`config.mk`:
```
export PLATFORM = sky130hd
export DESIGN_NAME = quad_debounce
export DESIGN_NICKNAME = d
export VERILOG_FILES = /design/src/rtl/quad_pkg.sv /design/src/rtl/debounce_chan.sv /design/src/rtl/quad_debounce.sv
export SDC_FILE = /design/constraint.sdc
export NUM_CORES = 1
export LEC_CHECK = 0
export CAP_MARGIN = 30
export CORE_ASPECT_RATIO = 0.9
export CORE_UTILIZATION = 40
export DETAILED_ROUTE_END_ITERATION = 10
export PLACE_DENSITY = 0.7
export SETUP_SLACK_MARGIN = 0.1
export SLEW_MARGIN = 20
export SYNTH_ARGS = -nofsm -noshare
export SYNTH_HDL_FRONTEND = slang
export SYNTH_SLANG_ARGS = --single-unit
```
`constraint.sdc`:
```
create_clock -name clk -period 2.45 [get_ports clk]
set_input_delay 0.49 -clock clk [delete_from_list [all_inputs] [get_ports clk]]
set_output_delay 0.49 -clock clk [all_outputs]
set_load 0.005 [all_outputs]
```
`src/rtl/quad_pkg.sv`:
```
// quad_pkg
// Shared constants and helpers for the quadrature input conditioner.
//   QD_SYNC_STAGES_DEF : default synchroniser depth per channel
//   QD_DEBOUNCE_DEF    : default number of stable cycles before a level is accepted
//   QD_ERRCNT_W        : width of the illegal-step debug counter
package quad_pkg;

    localparam int QD_SYNC_STAGES_DEF = 2;
    localparam int QD_DEBOUNCE_DEF    = 16;
    localparam int QD_ERRCNT_W        = 4;

    // Saturating increment used by the illegal-step counter so debug readout
    // pins at all-ones rather than wrapping back to a misleading small value.
    function automatic logic [QD_ERRCNT_W-1:0] sat_inc(input logic [QD_ERRCNT_W-1:0] value);
        logic [QD_ERRCNT_W-1:0] result;
        result = value;
        if (value != {QD_ERRCNT_W{1'b1}}) begin
            result = value + QD_ERRCNT_W'(1);
        end
        return result;
    endfunction

endpackage

```
`src/rtl/debounce_chan.sv`:
```
// debounce_chan
// One conditioned channel: a raw asynchronous pin is passed through a flop
// synchroniser, then a new level is accepted only after it has differed from
// the current output for DEBOUNCE_CYCLES consecutive clocks.
// Ports:
//   clk    : system clock
//   reset  : synchronous, active-high reset
//   raw    : raw pin input, asynchronous to clk
//   level  : debounced, registered output level
//   toggle : high during the cycle in which level will change on the next edge
module debounce_chan
    import quad_pkg::*;
#(
    parameter int SYNC_STAGES     = QD_SYNC_STAGES_DEF,
    parameter int DEBOUNCE_CYCLES = QD_DEBOUNCE_DEF,
    parameter int CNT_W           = $clog2(DEBOUNCE_CYCLES) + 1
) (
    input  logic clk,
    input  logic reset,
    input  logic raw,
    output logic level,
    output logic toggle
);

    localparam logic [CNT_W-1:0] CNT_LAST = CNT_W'(DEBOUNCE_CYCLES - 1);

    logic [SYNC_STAGES-1:0] sync_q;
    logic [CNT_W-1:0]       cnt;
    logic                   synced;
    logic                   differ;

    // Shift chain: bit 0 captures the pin, the top bit is the metastability-safe copy.
    always_ff @(posedge clk) begin
        if (reset) begin
            sync_q <= '0;
        end else begin
            sync_q <= {sync_q[SYNC_STAGES-2:0], raw};
        end
    end

    assign synced = sync_q[SYNC_STAGES-1];
    assign differ = (synced != level);

    // Flip is imminent once the disagreement has survived the full window.
    assign toggle = differ && (cnt == CNT_LAST);

    // Any cycle where the synchronised input agrees with the output discards
    // the accumulated run, so a single bounce restarts the whole window.
    always_ff @(posedge clk) begin
        if (reset) begin
            cnt   <= '0;
            level <= 1'b0;
        end else if (!differ) begin
            cnt <= '0;
        end else if (cnt == CNT_LAST) begin
            level <= synced;
            cnt   <= '0;
        end else begin
            cnt <= cnt + CNT_W'(1);
        end
    end

endmodule

```
`src/rtl/quad_debounce.sv`:
```
// quad_debounce
// Conditions the raw A/B contacts of the quadrature encoder inputs before the
// encoder counter: per-channel synchronise + debounce, plus detection of
// illegal steps where both debounced channels change on the same edge.
// Ports:
//   clk     : system clock
//   reset   : synchronous, active-high reset
//   a_raw   : raw channel A pin, asynchronous
//   b_raw   : raw channel B pin, asynchronous
//   a_out   : debounced channel A to the encoder
//   b_out   : debounced channel B to the encoder
//   err     : one-cycle pulse, both outputs toggled on the same edge
//   err_cnt : saturating count of err pulses
module quad_debounce
    import quad_pkg::*;
#(
    parameter int SYNC_STAGES     = QD_SYNC_STAGES_DEF,
    parameter int DEBOUNCE_CYCLES = QD_DEBOUNCE_DEF,
    parameter int CNT_W           = $clog2(DEBOUNCE_CYCLES) + 1
) (
    input  logic                   clk,
    input  logic                   reset,
    input  logic                   a_raw,
    input  logic                   b_raw,
    output logic                   a_out,
    output logic                   b_out,
    output logic                   err,
    output logic [QD_ERRCNT_W-1:0] err_cnt
);

    logic a_toggle;
    logic b_toggle;
    logic both_toggle;

    debounce_chan #(
        .SYNC_STAGES     (SYNC_STAGES),
        .DEBOUNCE_CYCLES (DEBOUNCE_CYCLES),
        .CNT_W           (CNT_W)
    ) u_chan_a (
        .clk    (clk),
        .reset  (reset),
        .raw    (a_raw),
        .level  (a_out),
        .toggle (a_toggle)
    );

    debounce_chan #(
        .SYNC_STAGES     (SYNC_STAGES),
        .DEBOUNCE_CYCLES (DEBOUNCE_CYCLES),
        .CNT_W           (CNT_W)
    ) u_chan_b (
        .clk    (clk),
        .reset  (reset),
        .raw    (b_raw),
        .level  (b_out),
        .toggle (b_toggle)
    );

    assign both_toggle = a_toggle && b_toggle;

    // err is registered on the same edge both outputs flip, so it lines up
    // with the illegal state the encoder sees. The counter advances on that
    // same edge, so it already includes the event while err is high.
    always_ff @(posedge clk) begin
        if (reset) begin
            err     <= 1'b0;
            err_cnt <= '0;
        end else begin
            err <= both_toggle;
            if (both_toggle) begin
                err_cnt <= sat_inc(err_cnt);
            end
        end
    end

endmodule

```
## Yosys cells after proc, flatten, opt, wreduce, memory -nomap -nowiden

Index checks and enable logic that the tools add are counted.

| word-level totals | value |
|---|---|
| register bits | 21 |
| output and inout port bits | 7 |
| word-level logic and storage cells | 26 |
| input port bits | 4 |

| cells by class | value |
|---|---|
| equality and inequality tests | 5 |
| bitwise gates (word level) | 2 |
| reduce and logical (&&, ||, !) cells | 8 |
| add/sub/neg operators | 3 |

Operators by type and width:

| cell | number |
|---|---|
| $add A5 B1 Y5 const B | 2 |
| $eq A5 B4 Y1 const B | 2 |
| $reduce_and A2 Y1 | 3 |
| $reduce_or A3 Y1 | 2 |
| $add A4 B1 Y4 const B | 1 |
| $ne A4 B4 Y1 const B | 1 |
| $logic_and A1 B1 Y1 | 3 |
| $ne A1 B1 Y1 | 2 |
| $not A1 Y1 | 2 |

## Depth between registers and ports, before layout

Gate-level depths: netlist of the first run.

| logic depth | value |
|---|---|
| word-level depth | 4 |
| depth in mapped cells | 6 |
| gate-level depth less buffers | 6 |

## By module

Synthesis of the first run repeated with hierarchy kept, for this count alone.

| second synthesis, totals | value |
|---|---|
| cell total of the unflattened synthesis | 78 |
| area, all modules | 835.8 um^2 |

Modules (own cells, without submodules):

| module | sequential area each (um^2) | area an instance (um^2) | cells an instance | instances |
|---|---|---|---|---|
| debounce_chan | 160.2 | 292.8 | 28 | 2 |
| quad_debounce | 100.1 | 250.2 | 22 | 1 |

## Worst setup path after synthesis of the first run

No wires, ideal clock.

| timing path | value |
|---|---|
| kind | flip-flop to flip-flop |
| start point | reg u_chan_b.cnt[0] |
| end point | reg err_cnt[0] |
| arrival | 1.608 ns |
| buffers on the path | 0 |
| clock period less this slack | 1.731 ns |
| setup slack | 0.719 ns |
| data required time | 2.327 ns |
| stages on the path, launching flop included | 7 |
| setup time | 0.123 ns |
| path through | dfxtp_1 -> ha_1 -> and3_1 -> ha_1 -> nand2_1 -> nor4_4 -> mux2_1 |

| on the way | value |
|---|---|
| word-level cells in the longest chain between the ends | 4 |

Ends and longest elaborated chain:

| element | line | source |
|---|---|---|
| from (decl) | debounce_chan.sv:28 | `logic [CNT_W-1:0] cnt;` |
| from (signal assigned) | debounce_chan.sv:59 | `cnt <= cnt + CNT_W'(1);` |
| $eq A5 B4 Y1 | debounce_chan.sv:45 | `assign toggle = differ && (cnt == CNT_LAST);` |
| $logic_and A1 B1 Y1 | debounce_chan.sv:45 |  |
| $logic_and A1 B1 Y1 | quad_debounce.sv:59 | `assign both_toggle = a_toggle && b_toggle;` |
| $reduce_and A2 Y1 (no line) | -- |  |
| to (signal assigned) | quad_debounce.sv:71 | `err_cnt <= sat_inc(err_cnt);` |
| to (decl) | quad_debounce.sv:28 | `output logic [QD_ERRCNT_W-1:0] err_cnt` |

Every way passes these cells.
A chain may end at the register's enable or synchronous reset.

## Worst setup path after layout of the first run

Ends and elaborated chain as after synthesis.

==> flow_summary.toml, run 1 <==
[pwr]
pwr-share-clk_pct = 30.3
swShare_pct = 20.3
pwr-share-comb_pct = 3.5
power_uw = 525
ir_drop_mv = 0.317
p_switching_uw = 107
seq_power_share_pct = 66.2
p_leak_uw = 0.000382
p_per_area_nw_per_um2 = 523
p_int_uw = 418

[synth]
yosysSeqAreaShare_pct = 49.9
synth_common_cells = "dfxtp_1, nor2_1, nor2b_1"
synth_cells = 82
synth_nets = 91
yosys_warnings = 0
synth.most_common_cell = "dfxtp_1"
synth_top_area_share_pct = 49.9
yosysTopAreaCell = "dfxtp_1"
syn_avg_cell_area_um2 = 10.3
synth-seq-cells = 21
synthTopCellsByArea = "dfxtp_1, ha_1, nor2_1"
synth.distinct_cells = 21
async_flop_share_pct = 0
synth-main-ff-cell = "dfxtp_1"
synth_edf_count = 0
syn-cell-area_um2 = 843

[global_route]
track_usage_pct = 14.0
antenna_found_initial = 0
grt_overflow = 0
grt_start_max_net_pins = 12
first_global_vias = 531
grt_pass1_wl_um = 2210

[finish]
area_growth_pct = 19.1
regArea_um2 = 420
drive_gt1_share_pct = 5.21
multi_input_area_um2 = 404
fin_nets = 106
diodes = 0
nFillCells = 186

[sta]
min_period_over_period_pct = 75.9
rsz0062_at_grt = "no"
fin_skew_ps = 2.53
fin_setup_tns_ps = 0
finalHoldViolCount = 0
period_needed_ps = 1860
slew_headroom_pct = 71.2
setup_viol = 0
fmax_mhz = 538
worst_slew_pin_slew_ps = 429
slew_viol_final = 0

[cts]
clock_latency_ps = 300
cts_buffers = 3
h-tree-depth = 1
clkSinkCount = 21
clk_pin_slew_ps = 110
postCtsSetupBuffers = 0
cts_root_buffer = "clkbuf_4"
cts_tree = "yes"
max-clock-path-buffers = 2
hold_buffers = 0
cts_resized = 0

[detailed_routing]
wl_um = 1290
drt_iter0_drc = 4
via_per_inst = 4.81
wire_per_inst_um = 10.7
dr.pass1.iters = 3
remaining_drc_errors = 0
vias = 582
ant_nets = 0

[place]
place_hpwl_um = 960
place.gp.congestion = 0.679
port_buffers = 10

[outcome]
outcome = "completed"

[die]
start_util_pct = 43.2
ios = 11
die-width_um = 50.4
die-area_um2 = 2300
rows = 15
fp.dieH_um = 45.6
core-area_um2 = 1950

[critical_path]
cp.required_ps = 2650
worstPathMaxFanout = 4
path_class = "flop to flop"
start_kind = "flop"
worstPathArrival_ps = 2060
reg2reg_slack_ps = 590
end_kind = "flop"

[worst_hold_path]
hold_class = "flop to flop"

[run]
maxCapViolCount = 0
[cell usage in the layout (no fill, tap or decap)]
cell type	count
clkbuf_4	3
clkdlybuf4s50_1	10
nor2_1	13
clkbuf_1	1
nand2_1	1
xor2_1	4
xnor2_1	4
mux2_1	1
and2_1	1
nand2b_1	2
or3_1	2
inv_1	4
nor2b_1	7
a311oi_1	2
nor3_1	1
and3_1	4
buf_4	1
nor4_1	1
nor4_4	1
ha_1	5
a41oi_1	2
nand3_1	2
dfxtp_1	21
mux2i_1	3
[worst paths after layout]
check | startpoint | to | cells after the start
worst max-delay path | u_chan_b.cnt[0] | err_cnt[0] | 6
worst min-delay path | u_chan_a.sync_q[0] | u_chan_a.sync_q[1] | 1
worst max register to register | u_chan_b.cnt[0] | err_cnt[0] | 6
worst min register to register | u_chan_a.sync_q[0] | u_chan_a.sync_q[1] | 1
[layer usage]
metal | routed length [µm] | vias up | part of all wire (%) | GRT usage [%]
li1 | - | 306 | - | -
met1 | 630 | 261 | 49 | 15.7
met2 | 560 | 11 | 43 | 22.7
met3 | 51 | 4 | 4.0 | 3.00
met4 | 48 | 0 | 3.7 | 13.3
met5 | 0 | - | 0 | 0
[area by class of cell]
cell class                      count  share of cell area [%]
Clock buffer                        4                    2.62
Multi-Input combinational cell     56                    40.2
Tap cell                           25                    3.11
Inverter                            4                    1.49
Timing Repair Buffer               11                    10.7
Sequential cell                    21                    41.8
[power groups by stage]
stage,combinational [µW],sequential [µW],clock [µW]
after floorplan,10.5,355,0
after global placement,18.7,355,0
after detailed placement,18.7,355,0
after CTS,18.8,348,165
after global routing,20.9,348,181
final,18.6,348,159
[sequential cells by signal (all words and copies together) (netlist names)]
signal           flops
u_chan_a.cnt         5
u_chan_b.sync_q      2
u_chan_b.level       1
err_cnt              4
u_chan_b.cnt         5
err                  1
u_chan_a.sync_q      2
u_chan_a.level       1
[logic make-up after synthesis]
logic type                 count (synthesis)  share of synthesized area (%)
and+or+nand+nor                           35                           23.1
adders and majority gates                  5                           7.42
buffers and inverters                      5                           2.22
AOI/OAI and AO/OA                          4                           4.16
xor gates and xnor gates                   8                           8.31
muxes                                      4                           4.90
DFF                                       21                           49.9
[metrics by stage]
step | cell area (µm²) | setup WS [ps] | hold slack [ps] | utilization [%] | cells
floorplan | 843 | 719 | 414 | - | 82
finish | 1000 | 591 | 447 | 51.5 | 121
CTS | 1000 | 573 | 451 | 51.5 | 121
global route | 1000 | 471 | 473 | 51.5 | 121
detailed placement | 978 | 592 | 425 | 50.1 | 117
global placement | 978 | 613 | 418 | 50.1 | 117
[worst max-delay path, cell delays in order, from the launching register on]
cell and delay, ps:
dfxtp_1 370, ha_1 190, and3_1 170, ha_1 220
nand2_1 140, nor4_4 340, mux2_1 340
Power figures use the tool's default switching activity.
==> run 2: changes to the inputs <==
--- a/config.mk
+++ b/config.mk
@@ -9,7 +9,7 @@
 export CORE_ASPECT_RATIO = 0.9
 export CORE_UTILIZATION = 40
 export DETAILED_ROUTE_END_ITERATION = 10
-export PLACE_DENSITY = 0.7
+export PLACE_DENSITY = 0.72
 export SETUP_SLACK_MARGIN = 0.1
 export SLEW_MARGIN = 20
 export SYNTH_ARGS = -nofsm -noshare
==> constraint.sdc (replaced) <==
create_clock -name clk -period 1.6 [get_ports clk]
set_input_delay 0.32 -clock clk [delete_from_list [all_inputs] [get_ports clk]]
set_output_delay 0.32 -clock clk [all_outputs]
set_load 0.005 [all_outputs]
==> run 2 against run 1 <==
  * Sequential power is 53% higher
  * First-iteration DRC count fell by 25%
  * Combinational power increased by 84%
  * Global-route usage up 1.6 points
  * Maximum frequency is 20% higher
  * Die area stayed put
  * Sequential share of layout area is 5.1 points lower
  * Via count grew 8.8%
==> flow_summary.toml, run 2 (synthesized netlist as in run 1, its figures left out) <==
[critical_path]
r2r_end = "err_cnt[0]"
crit_slowest_cell = "dfxtp_2"
start_kind = "flop"
path_buf_inv = 0
worstRegToRegCells = 6
cp.required_ps = 1800
critPathMaxStageDelay_ps = 370
cp-startpoint = "u_chan_a.cnt[1]"
critPathTopFamily = "simple AND/OR/NAND/NOR gates"
path_class = "flop to flop"
crit_top_cell = "ha_4"
end_kind = "flop"
worstPathMaxFanout = 4
cp-endpoint = "err_cnt[0]"
rr_startpoint = "u_chan_a.cnt[1]"
path_depth = 6
worstPathArrival_ps = 1750
reg2reg_slack_ps = 60
cp_cell_sequence = "ha_4, and3_4, ha_4, nand2_4, nor4_4, mux2_4"

[global_route]
grt_start_max_net_pins = 12
grt_overflow = 0
track_usage_pct = 15.7
first_global_vias = 585
antenna_found_initial = 0
grt_pass1_wl_um = 2460

[sta]
setup_viol = 0
slew_headroom_pct = 63.4
fmax_mhz = 648
worst_slew_pin_slew_ps = 545
fin_skew_ps = 1.40
rsz0062_at_grt = "yes"
fin_setup_tns_ps = 0
period_needed_ps = 1540
min_period_over_period_pct = 96.5
slew_viol_final = 0
finalHoldViolCount = 0

[finish]
final_cell_mix = "nor2_1, dfxtp_1, buf_4"
drive_gt1_share_pct = 33.0
nFillCells = 176
fin_nets = 116
top_regs = "u_chan_a.cnt (5), u_chan_b.cnt (5), err_cnt (4)"
diodes = 0
fin_util_pct = 60.4
area_growth_pct = 39.8
final_common_cell = "nor2_1"

[detailed_routing]
drt_iter0_drc = 3
wl_um = 1520
ant_nets = 0
dr.pass1.iters = 3
vias = 633
remaining_drc_errors = 0
via_per_inst = 4.83
wire_per_inst_um = 11.6

[die]
die-width_um = 50.4
start_util_pct = 43.2
core-area_um2 = 1950
die-area_um2 = 2300
rows = 15
ios = 11
fp.dieH_um = 45.6

[outcome]
outcome = "completed"

[place]
place_hpwl_um = 1070
place.gp.congestion = 0.764
port_buffers = 10

[cts]
h-tree-depth = 1
clock_latency_ps = 300
cts_tree = "yes"
clk_pin_slew_ps = 110
clkSinkCount = 21
cts_buffers = 3
max-clock-path-buffers = 2
cts_root_buffer = "clkbuf_4"

[run]
maxCapViolCount = 0

[pwr]
ir_drop_mv = 0.623
p_leak_uw = 0.000533
p_per_area_nw_per_um2 = 695

[worst_hold_path]
hold_class = "flop to flop"
run 2: final cells by class:
class	instances	area [µm²]	area share, %
inverters	4	15.0	1.27
flip-flops and latches	21	433	36.7
clock buffers	4	26.3	2.23
repair buffers	21	190	16.1
multi-input cells	56	483	41.0
well taps	25	31.3	2.65
run 2: power breakdown:
part           internal, µW  switching (µW)  leakage, µW
clock network          97.4             155    0.0000150
logic                  18.8            15.5     0.000343
registers               529            4.01     0.000175
total                   645             174     0.000533
run 2: worst min-delay path by stage:
| stage | startpoint | end | slack (ps) | depth (start not counted) |
|---|---|---|---|---|
| 6_report | u_chan_b.sync_q[0] | u_chan_b.sync_q[1] | 450 | 1 |
| 5_1_grt | u_chan_b.sync_q[0] | u_chan_b.sync_q[1] | 460 | 1 |
| 4_1_cts | u_chan_b.sync_q[0] | u_chan_b.sync_q[1] | 450 | 1 |
| 3_5_place_dp | u_chan_b.cnt[0] | u_chan_b.cnt[0] | 410 | 1 |
| 3_3_place_gp | u_chan_b.cnt[0] | u_chan_b.cnt[0] | 400 | 1 |
| 2_1_floorplan | u_chan_b.cnt[0] | u_chan_b.cnt[0] | 400 | 1 |
run 2: what timing repair did:
item / 4_1_cts / 5_1_grt
endpoints found under the hold margin: 0 / 0
hold buffers: 0 / 0
setup buffers: 8 / 0
pin swaps: 0 / 2
setup endpoints to repair: 12 / 17
gates resized for setup: 10 / 6
run 2: stage by stage:
stage	std cells	worst slack [ps]	instance area (µm²)	total power, µW	hold slack (ps)
2_1_floorplan	82	102	907	561	395
3_3_place_gp	119	71.2	1060	575	401
3_5_place_dp	119	18.4	1060	576	410
4_1_cts	131	1.10	1160	831	450
5_1_grt	131	4.31	1180	865	465
6_report	131	55.8	1180	819	446
run 2: per-layer routing:
layer | wire [µm] | track usage (%) | vias up
met5 | 0 | 0 | -
met4 | 42 | 11.7 | 0
met3 | 57 | 6.00 | 5
met2 | 779 | 26.1 | 10
met1 | 636 | 16.4 | 292
li1 | - | - | 326
==> variant 1, RTL diff (flow settings as in run 1) <==
One comparison of `cnt` changes from == to >=.
--- a/src/rtl/debounce_chan.sv
+++ b/src/rtl/debounce_chan.sv
@@ -42,7 +42,7 @@
     assign differ = (synced != level);
 
     // Flip is imminent once the disagreement has survived the full window.
-    assign toggle = differ && (cnt == CNT_LAST);
+    assign toggle = differ && (cnt >= CNT_LAST);
 
     // Any cycle where the synchronised input agrees with the output discards
     // the accumulated run, so a single bounce restarts the whole window.
Formal check against the unedited RTL: same outputs for any inputs over 10 cycles, from zero or initial values and one cycle with reset high; that may be too few to reach the edited logic, so the function may still have changed.
==> variant 1 against run 1 <==
Synthesized cell count increased by 9.8%; worst setup slack improved by 0.062 ns; design area is 1.5% higher; routed wire length is 3.9% higher; critical path depth increased by 1; non-clock buffer count decreased by 1; cell count increased by 5.8%; worst hold slack improved by 0.0074 ns; fmax is 3.5% higher; total power shrank 0.69%; sequential cell count stayed put; clock power is essentially flat; area after synthesis up 2.7%; count of clock-buffer cells in the layout unchanged; largest power group unchanged.
==> variant 1: results (changes against run 1) <==
status: "complete, no violations"
worst_r2r_startpoint: "u_chan_b.cnt[0]$_SDFF_PP0_"
drt-initial-drc-count: 6  # +2
synth_nets: 99  # +8.8%
grt_usage_pct: 13.1  # -0.92 points
dpl.hpwl_microns: 1010  # +5.6%
r2r_end: "err_cnt[0]$_SDFFE_PP0P_"
grt_max_degree: 17  # +5
syn_area_per_cell_sq_um: 9.62  # -6.5%
crit_arrival_ns: 1.99  # -0.07 ns
io_buffer_count: 10  # unchanged
cpPeakStageDelay_ns: 0.38
cts_buffers: 3  # unchanged
relSlewSlack_pct: 67.2  # -4.0 points
finalNonFillerCells: 128  # +5.8%
drt-total-wl_microns: 1340  # +3.9%
finClkSkew_ns: 0.00352  # +0.000986 ns
root_buffer: "clkbuf_4"
netlist_top_cells_count: "21 x dfxtp_1, 20 x nor2_1, 6 x nor2b_1"
reg2reg_depth: 7  # +1
yosys_warnings: 0  # unchanged
place_congestion: 0.697  # +2.7%
vias: 600  # +3.1%
total_leakage_power_nw: 0.384  # +0.65%
min_path_cells: 1  # unchanged
hold_start: "u_chan_b.sync_q[0]$_SDFF_PP0_"
sw_frac_of_total_pct: 20.0  # -0.30 points
post_cts_resized: 0  # unchanged
pre_cts_slack_ns: 0.550  # -0.0425 ns
cts.htree.levels: 1  # unchanged
clk_pin_slew_ns: 0.10
whs_endpoint: "u_chan_b.sync_q[1]$_SDFF_PP0_"
cpLargestDelayFamily: "simple AND/OR/NAND/NOR gates"
yosys.cell_types.count: 24  # +14%
synth_top_flop_cell: "dfxtp_1"
clock_path_buffers: 2  # unchanged
seq_area_frac_synth_pct: 48.6  # -1.3 points
first_pass_iters: 2  # -1
cp_max_fo: 4  # unchanged
r2r_slack_ns: 0.65  # +0.06 ns
netlist_top_cells_area: "dfxtp_1 49%, nor2_1 8.7%, ha_1 7.2%, nor2b_1 4.3%, xnor2_1 4.0%"
fin_nets: 113  # +6.6%
worst_path_max_delay_cell: "dfxtp_1"
grt_pass1_vias: 488  # -8.1%
min_path_type: "register to register"
postCtsSetupBuffers: 0  # unchanged
final_layout_size_suffix_gt1_share_pct: 7.77  # +2.6 points
clk_latency_ns: 0.30  # about the same
setup_viol: 0  # unchanged
largestRegisters: "u_chan_a.cnt: 5 flops, u_chan_b.cnt: 5 flops, err_cnt: 4 flops"
grt_pass1_wl_microns: 2100  # -5.0%
num_antenna_cells: 0  # unchanged
worst_ir_drop_vdd_v: 0.000355  # +12%
async_flop_share_pct: 0  # unchanged
antenna_found_initial: 0  # unchanged
dp.cells: 124  # +6.0%
## variant 1: worst max-delay path by stage
stage	start	end	slack, ns	cells past startpoint
after global placement	reset	u_chan_b.cnt[3]$_SDFF_PP0_	0.60	3
after global routing	u_chan_b.cnt[0]$_SDFF_PP0_	err_cnt[2]$_SDFFE_PP0P_	0.57	7
final	u_chan_b.cnt[0]$_SDFF_PP0_	err_cnt[0]$_SDFFE_PP0P_	0.65	7
after CTS	u_chan_b.cnt[0]$_SDFF_PP0_	err_cnt[0]$_SDFFE_PP0P_	0.65	7
after floorplan	u_chan_b.cnt[0]$_SDFF_PP0_	err_cnt[0]$_SDFFE_PP0P_	0.81	7
after detailed placement	reset	u_chan_a.cnt[3]$_SDFF_PP0_	0.55	3
## variant 1: power groups by stage
| stage | clock network, mW | logic [mW] | registers [mW] |
|---|---|---|---|
| global placement | 0 | 0.0152 | 0.355 |
| floorplan | 0 | 0.00872 | 0.355 |
| detailed placement | 0 | 0.0155 | 0.355 |
| CTS | 0.168 | 0.0156 | 0.348 |
| finish | 0.159 | 0.0153 | 0.347 |
| global route | 0.187 | 0.0171 | 0.348 |
## variant 1: cells by family after synthesis
| family | share of synthesized area (%) |
|---|---|
| adder cells (fa/ha/maj) | 7.23 |
| AND/OR/NAND/NOR | 25.3 |
| XOR/XNOR | 6.07 |
| flip-flops | 48.6 |
| AO/OA/AOI/OAI | 4.19 |
| multiplexers | 6.50 |
| buffers and inverters | 2.17 |
## variant 1: layout make-up
cell class,instances,area (sq um)
multi-input combinational,64,427
clock buffer,4,26.3
tap,25,31.3
fill,197,951
timing repair buffer,10,100
inverter,4,15.0
sequential,21,420
## variant 1: metrics by stage
stage	cell area (sq um)	power (mW)	hold WS, ns
finish	1020	0.522	0.454
global route	1020	0.552	0.473
CTS	1020	0.531	0.452
detailed placement	993	0.371	0.427
global placement	993	0.370	0.423
floorplan	866	0.364	0.414
## variant 1: worst register-to-register path: cells and delay by family, from the launching register on
kind	cells	cell delay, ns
mux	1	0.33
compound gates	1	0.24
simple gates	3	0.39
fa+ha+maj	2	0.36
flops	1	0.38
## variant 1: layer usage
layer / wire length [microns] / global-route usage [%] / vias up / part of all wire (%)
met5: 0 / 0 / - / 0
met4: 32 / 8.33 / 0 / 2.4
met3: 63 / 6.93 / 5 / 4.7
met2: 551 / 17.1 / 9 / 41
met1: 692 / 16.7 / 261 / 52
li1: - / - / 325 / -
==> variant 2, RTL diff (flow settings as in run 1) <==
Made on the original files. Set the package constant `QD_ERRCNT_W` to 6 (it was 4).
--- a/src/rtl/quad_pkg.sv
+++ b/src/rtl/quad_pkg.sv
@@ -7,7 +7,7 @@
 
     localparam int QD_SYNC_STAGES_DEF = 2;
     localparam int QD_DEBOUNCE_DEF    = 16;
-    localparam int QD_ERRCNT_W        = 4;
+    localparam int QD_ERRCNT_W        = 6;
 
     // Saturating increment used by the illegal-step counter so debug readout
     // pins at all-ones rather than wrapping back to a misleading small value.
Interface: changed (resized err_cnt); port bits go from 11 to 13. The function was not compared with the original's and may differ.
==> variant 2 against run 1 <==
Clock skew increased by 0.0043 ns; sequential cell count increased by 2; sequential share of layout area decreased by 0.17 points; routed wire length increased by 11%; area after synthesis increased by 9.1%; design area increased by 10%; utilization decreased by 0.84 points; global-route usage decreased by 0.78 points; worst hold slack improved by 0.0059 ns; worst setup slack got worse by 0.074 ns; critical path depth increased by 1; total power increased by 8.7%; largest cell class unchanged; highest routed layer is now met3.
==> variant 2: results (changes against run 1) <==
final_layout_size_suffix_gt1_share_pct: 7.62  # +2.4 points
critPathLaunch: "u_chan_a.cnt[0]$_SDFF_PP0_"
dpl.hpwl_microns: 1120  # +16%
finClkSkew_ns: 0.00681  # +0.00428 ns
clk_pin_slew_ns: 0.12
synth_nets: 98  # +7.7%
crit_arrival_ns: 2.16  # +0.10 ns
vias: 662  # +14%
reg2reg_depth: 7  # +1
grt_usage_pct: 13.3  # -0.78 points
grt_pass1_vias: 577  # +8.7%
worst_ir_drop_vdd_v: 0.000400  # +26%
finalNonFillerCells: 132  # +9.1%
pre_cts_slack_ns: 0.520  # -0.0729 ns
worst_path_max_delay_cell: "dfxtp_1"
whs_ns: 0.452  # +0.00592 ns
io_buffer_count: 12  # +2
largestRegisters: "err_cnt: 6 flops, u_chan_a.cnt: 5 flops, u_chan_b.cnt: 5 flops"
powerClk_mw: 0.172  # +8%
whs_endpoint: "u_chan_a.sync_q[1]$_SDFF_PP0_"
placed_area_sq_mm: 0.00108  # +10%
grt_max_degree: 14  # +2
cpLargestDelayFamily: "simple AND/OR/NAND/NOR gates"
hold_start: "u_chan_a.sync_q[0]$_SDFF_PP0_"
netlist_top_cells_area: "dfxtp_1 50%, ha_1 6.8%, nor2_1 6.5%, mux2i_1 4.4%, xnor2_1 3.8%"
total_power_mw: 0.571  # +8.7%
cp_max_fo: 5  # +1
worst_pin_slew_ns: 0.724  # +0.296 ns
total_leakage_power_nw: 0.389  # +2.0%
seq_area_frac_synth_pct: 50.1  # +0.22 points
root_buffer: "clkbuf_4"
drt-initial-drc-count: 9  # +5
grt_pass1_wl_microns: 2360  # +6.5%
place_congestion: 0.763  # +12%
fin_nets: 115  # +8.5%
seqPwrFrac_pct: 66.6  # +0.4 points
netlist_top_cells_count: "23 x dfxtp_1, 16 x nor2_1, 5 x ha_1, 5 x nand3_1, 5 x nor2b_1"
status: "complete, no violations"
fillers: 219  # +18%
finalCritPeriodShare_pct: 78.9  # +3.0 points
syn_area_per_cell_sq_um: 10.3  # +0.47%
routedWlPerCell_microns: 10.9  # +1.9%
yosys.cell_types.count: 24  # +14%
==> variant 2: cell type report <==
type / instances / area, sq um / area share [%]
flip-flops and latches: 23 / 460 / 41.7
clock buffers: 3 / 22.5 / 2.04
clock inverters: 1 / 5.00 / 0.453
well taps: 27 / 33.8 / 3.06
inverters: 4 / 15.0 / 1.36
repair buffers: 13 / 128 / 11.6
multi-input cells: 61 / 440 / 39.9
==> variant 2: logic make-up after synthesis <==
family                   count (synthesis)  synth area share, %
AND/OR/NAND/NOR                         38                 21.8
flip-flops                              23                 50.1
AO/OA/AOI/OAI                            7                 7.48
XOR/XNOR                                 7                 7.48
buffers and inverters                    5                 2.04
adder cells (fa/ha/maj)                  5                 6.80
multiplexers                             4                 4.35
==> variant 2: metal layers <==
metal	track usage, %	vias up	routed length [microns]
li1	-	341	-
met5	0	-	0
met2	22.5	18	671
met1	15.8	303	685
met4	3.16	0	0
met3	5.71	0	77
